$ cat src/rtl/serial_adder_pkg.sv
// Shared FSM state encodings for the bit-serial adder.
package serial_adder_pkg;
  localparam logic [1:0] ST_IDLE = 2'd0;
  localparam logic [1:0] ST_RUN  = 2'd1;
  localparam logic [1:0] ST_DONE = 2'd2;

  typedef enum logic [1:0] {
    IDLE = ST_IDLE,
    RUN  = ST_RUN,
    DONE = ST_DONE
  } state_t;
endpackage

$ cat src/rtl/serial_fa_cell.sv
// One-bit full adder reused every cycle by the serial adder.
// Latency: combinational. Backpressure: none.
module serial_fa_cell (
  input  logic x,
  input  logic y,
  input  logic ci,
  output logic s,
  output logic co
);
  assign s  = x ^ y ^ ci;
  assign co = (x & y) | ((x | y) & ci);
endmodule

$ cat src/rtl/serial_adder.sv
// Bit-serial WIDTH-bit adder with carry-in, LSB first through one full-adder cell.
// Latency: out_valid rises WIDTH cycles after the accepting edge; issue interval WIDTH+2.
// Backpressure: result held in DONE until out_ready; operands accepted only in IDLE.
module serial_adder
  import serial_adder_pkg::*;
#(
  parameter int WIDTH = 8
) (
  input  logic             clk,
  input  logic             rst_n,
  input  logic             in_valid,
  output logic             in_ready,
  input  logic [WIDTH-1:0] a,
  input  logic [WIDTH-1:0] b,
  input  logic             cin,
  output logic             out_valid,
  input  logic             out_ready,
  output logic [WIDTH-1:0] sum,
  output logic             cout
);
  localparam int CW = $clog2(WIDTH) + 1;

  state_t           state, state_nxt;
  logic [WIDTH-1:0] a_sh, b_sh, sum_sh;
  logic             carry;
  logic [CW-1:0]    cnt;
  logic             fa_s, fa_co;
  logic             last_bit;

  serial_fa_cell u_fa (
    .x  (a_sh[0]),
    .y  (b_sh[0]),
    .ci (carry),
    .s  (fa_s),
    .co (fa_co)
  );

  assign last_bit = (cnt == CW'(WIDTH - 1));

  always_ff @(posedge clk or negedge rst_n) begin
    if (!rst_n) state <= IDLE;
    else        state <= state_nxt;
  end

  always_comb begin
    state_nxt = state;
    case (state)
      IDLE:    if (in_valid)  state_nxt = RUN;
      RUN:     if (last_bit)  state_nxt = DONE;
      DONE:    if (out_ready) state_nxt = IDLE;
      default: state_nxt = IDLE;
    endcase
  end

  always_ff @(posedge clk or negedge rst_n) begin
    if (!rst_n) begin
      a_sh   <= '0;
      b_sh   <= '0;
      sum_sh <= '0;
      carry  <= 1'b0;
      cnt    <= '0;
    end else begin
      case (state)
        IDLE: begin
          if (in_valid) begin
            a_sh  <= a;
            b_sh  <= b;
            carry <= cin;
            cnt   <= '0;
          end
        end
        RUN: begin
          // New sum bit enters at the MSB so the LSB ends up at bit 0 after WIDTH shifts.
          sum_sh <= (sum_sh >> 1) | (WIDTH'(fa_s) << (WIDTH - 1));
          a_sh   <= a_sh >> 1;
          b_sh   <= b_sh >> 1;
          carry  <= fa_co;
          cnt    <= cnt + CW'(1);
        end
        default: ;
      endcase
    end
  end

  assign in_ready  = (state == IDLE);
  assign out_valid = (state == DONE);
  assign sum       = sum_sh;
  assign cout      = carry;
endmodule

$ cat config.mk
export PLATFORM = sky130hd
export DESIGN_NAME = serial_adder
export DESIGN_NICKNAME = d
export VERILOG_FILES = /design/src/rtl/serial_adder_pkg.sv /design/src/rtl/serial_fa_cell.sv /design/src/rtl/serial_adder.sv
export SDC_FILE = /design/constraint.sdc
export NUM_CORES = 1
export LEC_CHECK = 0
export CORE_MARGIN = 1.5
export CORE_UTILIZATION = 42
export DETAILED_ROUTE_END_ITERATION = 10
export PLACE_DENSITY = 0.7
export SYNTH_ARGS = -nofsm -noshare
export SYNTH_HDL_FRONTEND = slang
export SYNTH_HIERARCHICAL = 1
export SYNTH_SLANG_ARGS = --single-unit
$ cat constraint.sdc
create_clock -name clk -period 1.4 [get_ports clk]
set_input_delay 0.21 -clock clk [delete_from_list [all_inputs] [get_ports clk]]
set_output_delay 0.21 -clock clk [all_outputs]
set_load 0.02 [all_outputs]
## Word-level counts from Yosys, hierarchy flattened

Cells that the tools add are included.

- Output and inout port bits: 11
- Register bits: 31
- Bits of input ports: 21

- Mux-type cells: 12
- Equal/unequal tests: 6
- Bitwise operators: 7
- Reduce and logical (&&, ||, !) cells: 4
- $add $sub $neg: 1

Operator list:

| kind | number |
|---|---|
| one-hot mux 8 bit (2 select lines) | 2 |
| 2-to-1 mux 8 bit | 2 |
| bitwise OR 7 x 8 -> 8 bit | 1 |
| one-hot mux 4 bit (2 select lines) | 1 |
| 2-to-1 mux 2 bit | 3 |
| one-hot mux 2 bit (3 select lines) | 1 |
| adder 4 x 1 -> 4 bit (second input constant) | 1 |
| equality test 4 x 3 -> 1 bit (second input constant) | 1 |
| 2-to-1 mux 4 bit | 1 |
| inequality test 2 bit (second input constant) | 2 |
| AND reduction 3 bit | 1 |
| bitwise AND 1 bit | 2 |
| equality test 2 x 1 -> 1 bit (second input constant) | 1 |
| equality test 2 bit (second input constant) | 1 |
| zero test 2 bit | 1 |
| inequality test 2 x 1 -> 1 bit (second input constant) | 1 |
| bitwise OR 1 bit | 2 |
| one-hot mux 1 bit (2 select lines) | 1 |
| AND reduction 2 bit | 1 |
| nonzero test 2 bit | 1 |
| bitwise XOR 1 bit | 2 |
| 2-to-1 mux 1 bit | 1 |

## Logic depth before layout (Yosys ltp)

- Depth in word-level cells: 4
- Gate-level depth with buffers: 5

## Cells and area by module

The synthesis kept the hierarchy.

By module, submodules not included:

| module | instances | area each (um2) | cells an instance |
|---|---|---|---|
| serial_adder | 1 | 1411.4 | 149 |
| serial_fa_cell | 1 | 20.0 | 1 |

## Worst setup path after synthesis

No wires, ideal clock.

- Path kind: reg2out
- From: register state[1]
- To: output in_ready
- Required time: 1.190 ns
- Path buffers: 2
- Cell stages (with the launch flop): 4
- Setup slack: 0.195 ns
- Arrival: 0.995 ns
- Cell sequence: dfrtp_1 buf_2 buf_2 nor2_1

- Longest elaborated chain between the ends: 1

RTL lines:

| element | line | RTL |
|---|---|---|
| from (decl) | serial_adder.sv:23 | `state_t state, state_nxt;` |
| from (signal assigned) | serial_adder.sv:42 | `else state <= state_nxt;` |
| zero test 2 bit | serial_adder.sv:85 | `assign in_ready = (state == IDLE);` |
| to (decl) | serial_adder.sv:12 | `output logic in_ready,` |

Every way passes these cells.

## Worst setup path in the final report

- From: register state[0]
- To: register b_sh[3]

- Longest elaborated chain between the ends: 3
- Elaborated cells between the ends (all ways): 6
- Those cells by class: 2 x eq/ne; 1 x mux; 3 x reduce/logical

RTL lines:

| element | line | RTL |
|---|---|---|
| equality test 2 x 1 -> 1 bit or zero test 2 bit (tied branches) | serial_adder.sv:63 | `case (state)` |
| nonzero test 2 bit (no source line) or inequality test 2 bit (tied branches) | - |  |
| AND reduction 2 bit (no source line) | - |  |
| to (signal assigned) | serial_adder.sv:76 | `b_sh <= b_sh >> 1;` |
| to (decl) | serial_adder.sv:24 | `logic [WIDTH-1:0] a_sh, b_sh, sum_sh;` |

Several ways; a longest one is shown, not always the timed one.
A chain may end at the register's enable or synchronous reset.

==> flow_metrics.tcl <==
set metrics [dict create \
    start_util 0.432 \
    finalMaxSlewViolations 0 \
    hold_violations 0 \
    crit_path_end_kind "flop" \
    route.detailed.drc 0 \
    syn_area_mm2 0.00143 \
    placed_area_mm2 0.00184 \
    finClkSkew_ns 0.00141 \
    wl_um 3090 \
    cp.depth 5 \
    die-area_mm2 0.00377 \
    slowest_stage "dfrtp_1" \
    row_count 21 \
    antenna_left 0 \
    synth-edff-count 0 \
    cts.path.max_buffers 2 \
    critPathLaunchType "flop" \
    root_buffer "clkbuf_4" \
    via_per_inst 5.22 \
    placement.io_buffers 31 \
    min_period_ns 1.33 \
    io_pins 32 \
    numClockSinks 31 \
    place_congestion 0.713 \
    dieWidth_um 61.4 \
    p_leak_uw 0.000875 \
    cts_tree "built" \
    hold_slack_ns 0.240 \
    synth_cell_types 24 \
    dp_hpwl_um 2170 \
    grt_pass1_wl_um 5070 \
    arrival_ns 1.53 \
    crit_family "flip-flops" \
    grt_util_all_layers 0.186 \
    synth_flop_cell "dfrtp_1" \
    crit_chain "buf_6 > nor2b_1 > buf_4 > a22oi_1 > o21ai_0" \
    postSynth.asyncResetShare 1.00 \
    worst_ir_drop_vdd_v 0.000634 \
    antenna_found_initial 0 \
    fmax_mhz 754 \
    core_area_mm2 0.00331 \
    p_per_area_mw_per_mm2 1820 \
    required_ns 1.60 \
    yosys_warnings 6 \
    drtIter0Drc 67 \
    dr.pass1.iters 5 \
    crit_buf_inv 2 \
    nNetsFinal 212 \
    insertion_delay_ns 0.32 \
    clk_pin_slew_ns 0.09 \
    htreeDepth 2 \
    area_growth_syn_to_layout_pct 30.7 \
    synthCells 150 \
    ys_seq_elements 31 \
    overflow 0 \
    path_class "reg -> reg" \
    synth.largest_area_cell "dfrtp_1" \
    finalPower_uw 3410 \
    numCtsBuffers 5 \
    drv_cap 0 \
    post-route-period-util 0.947 \
    syn_nets 173 \
    ys_seq_area_frac 0.542 \
    diodes 0 \
    drive_above_1_share 0.106 \
    num_vias 1221 \
    grt_max_degree 32 \
    cts-hold-fix-buffers 0 \
    crit_path_max_incr_delay_ns 0.43 \
    hold_class "in -> async" \
    routedWlPerCell_um 13.2 \
    slew_headroom 0.849 \
    fill_cells 318 \
    path_max_fanout 23 \
    final_area_mm2 0.00187 \
    grt_pass1_vias 1137 \
    reg2reg_depth 5 \
    rsz0062_at_grt "no" \
    status "finished, final reports clean" \
    synth_area_leaders "dfrtp_1, nand2_1, a22oi_1" \
    die_h_um 61.4 \
    worst_pin_slew_ns 0.222 \
    syn_area_per_cell_um2 9.54 \
    yosysTopAreaCellShare 0.542 \
    setup_viol 0 \
]
[through the flow]
stage	instances	util	TNS, ns	setup slack (ns)
6_report	234	0.565	0	0.0745
5_1_grt	234	0.565	0	0.00585
4_1_cts	234	0.565	0	0.00802
3_5_place_dp	228	0.555	-0.108	-0.0372
3_3_place_gp	228	0.555	-0.00536	-0.00536
2_1_floorplan	150	-	0	0.195
[final cells by class]
| class | count | area [µm²] | area share |
|---|---|---|---|
| Timing Repair Buffer | 42 | 392 | 0.209 |
| Clock buffer | 6 | 41.3 | 0.0221 |
| Inverter | 2 | 7.51 | 0.00401 |
| Tap cell | 46 | 57.6 | 0.0308 |
| Multi-Input combinational cell | 107 | 597 | 0.319 |
| Sequential cell | 31 | 776 | 0.415 |
[logic make-up after synthesis]
family,after synthesis,synth area share
flip-flops,31,0.542
AO/OA/AOI/OAI,48,0.206
AND/OR/NAND/NOR,56,0.177
multiplexers,1,0.00699
buffers and inverters,12,0.0446
adder cells (fa/ha/maj),2,0.0227
[cell usage in the layout, fill, tap and decap left out, drive strengths merged]
| cell type | instances |
|---|---|
| a21oi | 10 |
| a22o | 2 |
| a22oi | 14 |
| a31oi | 1 |
| a32o | 1 |
| and2 | 1 |
| and2b | 3 |
| buf | 13 |
| clkbuf | 6 |
| clkdlybuf4s50 | 20 |
| dfrtp | 31 |
| dlygate4sd2 | 9 |
| fa | 1 |
| ha | 1 |
| inv | 2 |
| mux2i | 1 |
| nand2 | 36 |
| nand2b | 1 |
| nand3 | 2 |
| nor2 | 3 |
| nor2b | 10 |
| o21ai | 18 |
| o21bai | 1 |
| o311ai | 1 |
[power by group]
part,internal (µW),switching [µW],leakage [µW]
Combinational,644,786,0.000449
Sequential,1250,265,0.000402
Clock,178,286,0.0000242
Total,2070,1340,0.000874
[synthesized netlist by cell type, types with 2 or more instances]
| cell type | count |
|---|---|
| a22oi_1 | 14 |
| nor2b_1 | 10 |
| clkbuf_1 | 2 |
| nand3_1 | 2 |
| a21oi_1 | 10 |
| dfrtp_1 | 31 |
| nand2_1 | 36 |
| buf_2 | 6 |
| inv_1 | 2 |
| and2b_1 | 3 |
| o21ai_0 | 18 |
| nor2_1 | 3 |
| a22o_1 | 2 |
[flip-flops by register name, indices dropped and copies added, names as in the netlist]
name,flops
a_sh,8
b_sh,8
sum,8
cnt,4
state,2
cout,1
[worst paths after layout]
kind,startpoint,endpoint,slack (ns)
min reg2reg,sum[0],sum[0],0.48
max,state[0],b_sh[3],0.07
max reg2reg,state[0],b_sh[3],0.07
max in group asynchronous,rst_n,b_sh[0],0.99
min in group clk,sum[0],sum[0],0.48
min,rst_n,sum[0],0.24
[per-layer routing]
layer,vias to the layer above,global-route usage,share of wire
met5,-,0,0
met1,596,0.231,0.44
li1,588,-,-
met2,37,0.307,0.50
met3,0,0.0651,0.060
met4,0,0.0547,0
[timing repair]
action	in CTS	in global routing
buffers inserted	0	0
endpoints found under the setup margin	11	8
gates resized for setup	18	4
(Power assumes the default switching activity.)
